### src/rtl/ps2_scancode_decoder_if.sv
// PS/2 scancode decoder bus: controller frame handshake plus key-event FIFO port.
// The master side is the controller/host, the slave side is the decoder.
interface ps2_scancode_decoder_if #(
  parameter int AW = 3
);
  logic [10:0] iFrame;
  logic        iFrame_Ready;
  logic        oFrame_Ack;
  logic [7:0]  oKey_Code;
  logic        oKey_Extended;
  logic        oKey_Break;
  logic        oKey_Valid;
  logic        iKey_Pop;
  logic [AW:0] oFifo_Count;
  logic        oOverflow;
  logic [7:0]  oError_Count;

  modport master (
    output iFrame, iFrame_Ready, iKey_Pop,
    input  oFrame_Ack, oKey_Code, oKey_Extended,
    input  oKey_Break, oKey_Valid, oFifo_Count,
    input  oOverflow, oError_Count
  );

  modport slave (
    input  iFrame, iFrame_Ready, iKey_Pop,
    output oFrame_Ack, oKey_Code, oKey_Extended,
    output oKey_Break, oKey_Valid, oFifo_Count,
    output oOverflow, oError_Count
  );
endinterface

### src/rtl/ps2_scancode_decoder.sv
// PS/2 frame checker and E0/F0 prefix folder.
// Completed key events are queued in a first-word-fall-through FIFO.
module ps2_scancode_decoder #(
  parameter int DEPTH = 8,
  parameter int AW    = 3
) (
  input logic                  Clock,
  input logic                  Reset,
  ps2_scancode_decoder_if.slave bus
);
  typedef enum logic [1:0] {
    IDLE,
    CHECK,
    ACK
  } state_e;

  state_e        state_q, state_d;
  logic          s1_q, s2_q, s3_q;
  logic [10:0]   frame_q, frame_d;
  logic          ext_q, ext_d;
  logic          brk_q, brk_d;
  logic [7:0]    err_q, err_d;
  logic          ovf_q, ovf_d;
  logic [9:0]    mem_q [DEPTH];
  logic [AW-1:0] wr_q, rd_q;
  logic [AW:0]   cnt_q;

  logic       rise, frm_ok, empty, full;
  logic       pop, push, wr_en;
  logic       is_e0, is_f0, is_key;
  logic [7:0] byte_w;

  assign rise   = s2_q & ~s3_q;
  assign byte_w = frame_q[8:1];
  assign frm_ok = ~frame_q[0] & frame_q[10]
                & (^frame_q[9:1]);
  assign is_e0  = frm_ok & (byte_w == 8'hE0);
  assign is_f0  = frm_ok & (byte_w == 8'hF0);
  assign is_key = frm_ok & ~is_e0 & ~is_f0;
  assign empty  = (cnt_q == '0);
  assign full   = (cnt_q == (AW+1)'(DEPTH));
  assign pop    = bus.iKey_Pop & ~empty;
  // A same-cycle pop frees the slot before the push lands.
  assign wr_en  = push & (~full | pop);

  always_ff @(posedge Clock or posedge Reset) begin
    if (Reset) begin
      s1_q    <= 1'b0;
      s2_q    <= 1'b0;
      s3_q    <= 1'b0;
      state_q <= IDLE;
      frame_q <= '0;
      ext_q   <= 1'b0;
      brk_q   <= 1'b0;
      err_q   <= '0;
      ovf_q   <= 1'b0;
    end else begin
      s1_q    <= bus.iFrame_Ready;
      s2_q    <= s1_q;
      s3_q    <= s2_q;
      state_q <= state_d;
      frame_q <= frame_d;
      ext_q   <= ext_d;
      brk_q   <= brk_d;
      err_q   <= err_d;
      ovf_q   <= ovf_d;
    end
  end

  always_comb begin
    state_d = state_q;
    frame_d = frame_q;
    ext_d   = ext_q;
    brk_d   = brk_q;
    err_d   = err_q;
    ovf_d   = ovf_q;
    push    = 1'b0;
    unique case (state_q)
      IDLE: begin
        if (rise) begin
          frame_d = bus.iFrame;
          state_d = CHECK;
        end
      end
      CHECK: begin
        state_d = ACK;
        unique case (1'b1)
          is_e0: ext_d = 1'b1;
          is_f0: brk_d = 1'b1;
          is_key: begin
            push  = 1'b1;
            ext_d = 1'b0;
            brk_d = 1'b0;
            if (full && !pop) ovf_d = 1'b1;
          end
          default: begin
            ext_d = 1'b0;
            brk_d = 1'b0;
            if (err_q != 8'hFF) err_d = err_q + 8'd1;
          end
        endcase
      end
      ACK: begin
        if (!s2_q) state_d = IDLE;
      end
      default: state_d = IDLE;
    endcase
  end

  always_ff @(posedge Clock or posedge Reset) begin
    if (Reset) begin
      wr_q  <= '0;
      rd_q  <= '0;
      cnt_q <= '0;
      for (int i = 0; i < DEPTH; i++) mem_q[i] <= '0;
    end else begin
      if (wr_en) begin
        mem_q[wr_q] <= {ext_q, brk_q, byte_w};
        wr_q        <= wr_q + AW'(1);
      end
      if (pop) rd_q <= rd_q + AW'(1);
      unique case ({wr_en, pop})
        2'b10:   cnt_q <= cnt_q + (AW+1)'(1);
        2'b01:   cnt_q <= cnt_q - (AW+1)'(1);
        default: cnt_q <= cnt_q;
      endcase
    end
  end

  assign {bus.oKey_Extended, bus.oKey_Break, bus.oKey_Code} =
    empty ? 10'd0 : mem_q[rd_q];
  assign bus.oKey_Valid   = ~empty;
  assign bus.oFifo_Count  = cnt_q;
  assign bus.oFrame_Ack   = (state_q != IDLE);
  assign bus.oOverflow    = ovf_q;
  assign bus.oError_Count = err_q;
endmodule

### src/flat_wrapper.sv
// flat-port wrapper written by rule: the top's interface ports become plain ports
module ps2_scancode_decoder_flat 
#(
  parameter int DEPTH = 8,
  parameter int AW    = 3
)
  (Clock, Reset, bus_iFrame, bus_iFrame_Ready, bus_iKey_Pop, bus_oFrame_Ack, bus_oKey_Code, bus_oKey_Extended, bus_oKey_Break, bus_oKey_Valid, bus_oFifo_Count, bus_oOverflow, bus_oError_Count);
  ps2_scancode_decoder_if #(.AW(AW)) bus_i ();
  input logic Clock;
  input logic Reset;
  input wire logic [$bits(bus_i.iFrame)-1:0] bus_iFrame;
  input wire logic [$bits(bus_i.iFrame_Ready)-1:0] bus_iFrame_Ready;
  input wire logic [$bits(bus_i.iKey_Pop)-1:0] bus_iKey_Pop;
  output wire logic [$bits(bus_i.oFrame_Ack)-1:0] bus_oFrame_Ack;
  output wire logic [$bits(bus_i.oKey_Code)-1:0] bus_oKey_Code;
  output wire logic [$bits(bus_i.oKey_Extended)-1:0] bus_oKey_Extended;
  output wire logic [$bits(bus_i.oKey_Break)-1:0] bus_oKey_Break;
  output wire logic [$bits(bus_i.oKey_Valid)-1:0] bus_oKey_Valid;
  output wire logic [$bits(bus_i.oFifo_Count)-1:0] bus_oFifo_Count;
  output wire logic [$bits(bus_i.oOverflow)-1:0] bus_oOverflow;
  output wire logic [$bits(bus_i.oError_Count)-1:0] bus_oError_Count;
  assign bus_i.iFrame = bus_iFrame;
  assign bus_i.iFrame_Ready = bus_iFrame_Ready;
  assign bus_i.iKey_Pop = bus_iKey_Pop;
  assign bus_oFrame_Ack = bus_i.oFrame_Ack;
  assign bus_oKey_Code = bus_i.oKey_Code;
  assign bus_oKey_Extended = bus_i.oKey_Extended;
  assign bus_oKey_Break = bus_i.oKey_Break;
  assign bus_oKey_Valid = bus_i.oKey_Valid;
  assign bus_oFifo_Count = bus_i.oFifo_Count;
  assign bus_oOverflow = bus_i.oOverflow;
  assign bus_oError_Count = bus_i.oError_Count;
  ps2_scancode_decoder #(.DEPTH(DEPTH), .AW(AW)) u_core (.Clock(Clock), .Reset(Reset), .bus(bus_i));
endmodule
### config.mk
export PLATFORM = sky130hd
export DESIGN_NAME = ps2_scancode_decoder_flat
export DESIGN_NICKNAME = d
export VERILOG_FILES = /design/src/rtl/ps2_scancode_decoder_if.sv /design/src/rtl/ps2_scancode_decoder.sv /design/src/flat_wrapper.sv
export SDC_FILE = /design/constraint.sdc
export NUM_CORES = 1
export LEC_CHECK = 0
export ABC_AREA = 1
export BUFFER_PORTS_ARGS = -buffer_cell sky130_fd_sc_hd__clkbuf_2
export CAP_MARGIN = 0
export CORE_ASPECT_RATIO = 1.75
export CORE_UTILIZATION = 56
export DETAILED_ROUTE_END_ITERATION = 8
export PLACE_DENSITY = 0.85
export SKIP_LAST_GASP = 1
export SYNTH_ARGS = -nofsm -noshare
export SYNTH_HDL_FRONTEND = slang
export SYNTH_SLANG_ARGS = --single-unit
### constraint.sdc
create_clock -name Clock -period 9.9 [get_ports Clock]
set_clock_uncertainty 0.1 [all_clocks]
set_input_delay 1.485 -clock Clock [delete_from_list [all_inputs] [get_ports Clock]]
set_output_delay 1.485 -clock Clock [all_outputs]
set_load 0.1 [all_outputs]
# Yosys cells after proc, flatten, opt, wreduce, memory -nomap -nowiden
# Index checks and enable logic that the tools add are counted.
# totals
regBits	117
latchBits	0
ram_bits	0
mem_bits_ro	0
input_bits	15
wordCells	87
memories	0
# op_classes
add_sub_neg	5
n_mul	0
n_div	0
n_lt_le_gt_ge	3
n_eq_ne	10
shift	0
mux	15
bitwise_logic	19
n_reduce_logical	15
# op_table
op	n
bitwise mux 80 bit	1
2-to-1 mux 10 bit	4
binary-select mux 10 bit (select 3 bit)	1
demux 10 bit (select 3 bit)	1
== test 8 bit, second input constant	2
AND 1 bit	9
XOR reduction 9 bit	1
adder 8 x 1 -> 8 bit, second input constant	1
>= comparator 4 bit, second input constant	2
inequality test 8 bit, second input constant	1
NOT 3 -> 4 bit	2
case mux 4 bit (2 select lines)	1
AND reduction 2 bit	4
NOT 1 bit	7
adder 3 x 1 -> 3 bit, second input constant	2
case mux 2 bit (3 select lines)	1
AND reduction 3 bit	2
adder 4 x 1 -> 4 bit, second input constant	1
== test 2 x 1 -> 1 bit, second input constant	2
== test 2 bit, second input constant	2
== test 4 bit, second input constant	1
logical NOT 4 bit	1
less-than comparator 4 x 1 -> 1 bit, second input constant	1
2-to-1 mux 2 bit	2
11 further kinds	15

# Longest topological paths before layout
# depth
word_depth	12
depth_mapped	22

# Least setup slack after synthesis
# Ideal clock, no wire load.
# synth_timing
kind	reg2out
start	register u_core.cnt_q[0] (netlist: u_core.bus.oFifo_Count[0])
end	output bus_oKey_Break
arrival_ns	4.070
required_ns	8.315
path_slack_ns	4.245
stages_incl_launch_ff	8
n_path_buf	1
path_cell_list	dfrtp_1 -> nor2_1 -> inv_1 -> nor3_1 -> inv_1 -> clkbuf_1 -> o21ai_1 -> a31oi_1
# synth_between
elab_chain_len	2
# synth_rtl
element	line_no	rtl
start: declaration	ps2_scancode_decoder.sv:26	logic [AW:0] cnt_q;
start signal: assignment	ps2_scancode_decoder.sv:123	2'b10: cnt_q <= cnt_q + (AW+1)'(1);
start signal: assignment	ps2_scancode_decoder.sv:124	2'b01: cnt_q <= cnt_q - (AW+1)'(1);
start signal: assignment	ps2_scancode_decoder.sv:125	default: cnt_q <= cnt_q;
logical NOT 4 bit	ps2_scancode_decoder.sv:40	assign empty = (cnt_q == '0);
2-to-1 mux 10 bit	ps2_scancode_decoder.sv:131	empty ? 10'd0 : mem_q[rd_q];
end: declaration	flat_wrapper.sv:17	output wire logic [$bits(bus_i.oKey_Break)-1:0] bus_oKey_Break;
# Every way passes these cells.

# Worst setup path in the final report
# layout_timing
start	register u_core.rd_q[0]
end	output bus_oKey_Code[2]
# layout_between
elab_chain_len	5
# layout_rtl
element	line_no	rtl
start: declaration	ps2_scancode_decoder.sv:25	logic [AW-1:0] wr_q, rd_q;
start signal: assignment	ps2_scancode_decoder.sv:121	if (pop) rd_q <= rd_q + AW'(1);
NOT 3 -> 4 bit (not written as such)	ps2_scancode_decoder.sv:131	
binary-select mux 10 bit (select 3 bit)	ps2_scancode_decoder.sv:131	
2-to-1 mux 10 bit (not written as such) (2 in series)	ps2_scancode_decoder.sv:131	
2-to-1 mux 10 bit	ps2_scancode_decoder.sv:131	
end: declaration	flat_wrapper.sv:15	output wire logic [$bits(bus_i.oKey_Code)-1:0] bus_oKey_Code;
# Every way passes these cells. The select of a mux whose other input is x is not followed.

==> flow_metrics.py <==
metrics = {
    "outcome": {
        "outcome": "finished, final reports clean",
    },
    "drt": {
        "wl_mm": 16.8,
        "antenna_left": 0,
        "drt_iter0_markers": 824,
        "vias_per_cell": 6.30,
        "drc": 0,
        "drtPass1Iterations": 6,
        "wl_per_cell_microns": 19.3,
        "vias": 5508,
    },
    "layout": {
        "fillers": 816,
        "syn2layout_area_growth_pct": 11.0,
        "layout.nets": 762,
        "multi_input_area_sq_mm": 0.00264,
        "drive_gt1_frac": 0.120,
        "stdcell_count": 874,
        "regArea_sq_mm": 0.00293,
        "num_antenna_cells": 0,
    },
    "hold_path": {
        "hp-class": "reg -> reg",
        "holdPathStages": 0,
    },
    "grt": {
        "antenna_found_initial": 0,
        "grt_max_degree": 92,
        "grtUsageTotal": 0.329,
        "grt_pass1_wl_mm": 26.9,
        "grt_pass1_vias": 5319,
        "grt_overflow": 0,
    },
    "synthesis": {
        "synth_top_area_share": 0.490,
        "ys.flop_type": "dfrtp_1",
        "synth_largest_area_cell": "dfrtp_1",
        "syn_area_sq_mm": 0.00598,
        "avgSynthCellArea_sq_um": 8.26,
        "synthArstFlopShare": 1.00,
        "synthCells": 724,
        "synth.distinct_cells": 29,
        "synth-edff-count": 0,
        "synth_seq_area_share": 0.490,
        "yosysMostFrequentCell": "nand2_1",
        "ys_seq_elements": 117,
        "synth_fp_nets": 750,
        "yosysWarnings": 0,
        "netlist_top_cells_area": "dfrtp_1, nand2_1, nand4_1, nor2_1, o21ai_0",
        "ys_top_cells_by_count": "nand2_1, dfrtp_1, nand4_1",
    },
    "critical_path": {
        "path_depth": 7,
        "cpLargestDelayFamily": "buffers and inverters",
        "worstPathMaxFanout": 43,
        "crit_type": "reg -> out",
        "path_cells": "buf_4 > inv_1 > o21ai_0 > o22ai_1 > o21ai_1 > a31oi_1 > clkbuf_2",
        "path_buf_inv": 3,
        "arrival_ns": 3.15,
        "required_ns": 8.32,
        "cp-end-kind": "output pin",
        "crit_slowest_cell": "inv_1",
        "cp-start-kind": "flip-flop",
        "reg2regPathDepth": 15,
        "max_stage_delay_ns": 0.81,
    },
    "clocking": {
        "clockBufferDepth": 2,
        "ctsHoldBuffers": 0,
        "clk_pin_slew_ns": 0.05,
        "cts_resized": 0,
        "htreeDepth": 4,
        "clkLatencyLatePin_ns": 0.42,
        "cts_made_buffers": 17,
        "cts_tree": "yes",
        "numClockSinks": 117,
        "cts-root-buf": "clkbuf_16",
        "cts_setup_buffers": 0,
    },
    "die": {
        "dieWidth_microns": 80.1,
        "dieArea_sq_mm": 0.0111,
        "die_h_microns": 139,
        "ios": 40,
        "rows": 49,
        "start_util": 0.580,
        "core-area_sq_mm": 0.0103,
    },
    "timing": {
        "rsz0062_at_grt": "no",
        "tightest_slew_ns": 1.16,
        "tns_ns": 0,
        "timing.final.ws_setup_ns": 5.17,
        "min_period_ns": 4.73,
        "timing.final.crit_share": 0.478,
        "drv_slew": 0,
        "hold_viol_final": 0,
        "fmax_mhz": 211,
        "setup_viol": 0,
        "slew_headroom": 0.225,
    },
    "placement": {
        "gp_congestion": 0.969,
        "dp.cells": 844,
        "post-dp-hpwl_mm": 10.6,
        "place_ws_ns": 5.80,
        "io_buffers": 39,
    },
    "flow_run": {
        "drv_cap": 0,
    },
    "pwr": {
        "total_power_mw": 2.23,
        "peakVddDrop_mv": 0.308,
        "total_leakage_power_nw": 3.40,
        "p_per_area_mw_per_mm2": 337,
    },
}
[cells in the final DEF (no fill, tap or decap), types with 2 or more instances in the layout]
master     count
nand2_1      216
dfrtp_1      117
nand4_1       81
nor2_1        73
o21ai_0       49
clkbuf_2      39
inv_1         32
clkbuf_16     17
o21ai_1       12
ha_1          11
nand3_1       10
o22ai_1       10
a31oi_1       10
buf_4         10
nor3_1         8
nand3_4        8
xnor2_1        8
xor2_1         7
clkbuf_1       6
clkinv_2       4
nor3_2         3
o31ai_1        3
clkbuf_8       2
[final cells by class]
| class | count | share of cell area |
|---|---|---|
| clock inverter | 5 | 0.00415 |
| timing repair buffer | 49 | 0.0407 |
| clock buffer | 25 | 0.0717 |
| multi-input combinational | 517 | 0.399 |
| tap | 127 | 0.0240 |
| inverter | 34 | 0.0196 |
| sequential | 117 | 0.441 |
[worst paths after layout]
path,to,slack (ns),from
min reg2reg,u_core.s2_q,0.24,u_core.s1_q
min in group asynchronous,u_core.wr_q[1],1.00,Reset
min,u_core.s2_q,0.24,u_core.s1_q
max reg2reg,u_core.bus.oFifo_Count[2],6.23,u_core.frame_q[5]
max,bus_oKey_Code[2],5.17,u_core.rd_q[0]
max in group asynchronous,u_core.mem_q[52],7.35,Reset
[state kept, by name, summed over array words and instances (netlist names)]
register                 cells
u_core.s2_q                  1
u_core.rd_q                  3
u_core.brk_q                 1
u_core.state_q               2
u_core.frame_q              11
u_core.s1_q                  1
u_core.bus.oError_Count      8
u_core.s3_q                  1
u_core.ext_q                 1
u_core.bus.oFifo_Count       4
u_core.bus.oOverflow         1
u_core.wr_q                  3
u_core.mem_q                80
[per-stage QoR]
| stage | util | hold WS [ns] | area, sq um |
|---|---|---|---|
| finish | 0.644 | 0.244 | 6630 |
| global route | 0.644 | 0.259 | 6630 |
| CTS | 0.644 | 0.247 | 6630 |
| detailed placement | 0.595 | 0.236 | 6130 |
| global placement | 0.595 | 0.233 | 6130 |
| floorplan | - | 0.231 | 5980 |
[power breakdown]
group / switching, mW / internal [mW]
registers: 0.100 / 0.542
logic: 0.850 / 0.208
clock network: 0.205 / 0.327
[routing by layer]
layer | wire [microns] | global-route usage
met4 | 1280 | 0.230
met2 | 8400 | 0.530
met3 | 1500 | 0.0980
met5 | 0 | 0
met1 | 5670 | 0.364
[logic make-up (layout without fill, tap and decap cells)]
logic type,Yosys count,after routing,share of synthesized area
compound gates,87,87,0.0791
xor+xnor,15,15,0.0220
fa+ha+maj,11,11,0.0230
simple gates,404,404,0.316
buf+inv,90,113,0.0705
flops,117,117,0.490
[worst register-to-register path, stage by stage (launching register included)]
cell and delay, ns:
dfrtp_1 0.74, inv_1 0.13, ha_1 0.32, xor2_1 0.20, nand3_1 0.10, nand2_1 0.13, nand4_2 0.12, nor2_4 0.42
nand2_2 0.19, ha_1 0.31, nor2_1 0.13, nor2_1 0.08, ha_1 0.19, a21oi_1 0.17, xnor2_1 0.15, o21ai_0 0.09
Power figures use the tool's default switching activity.
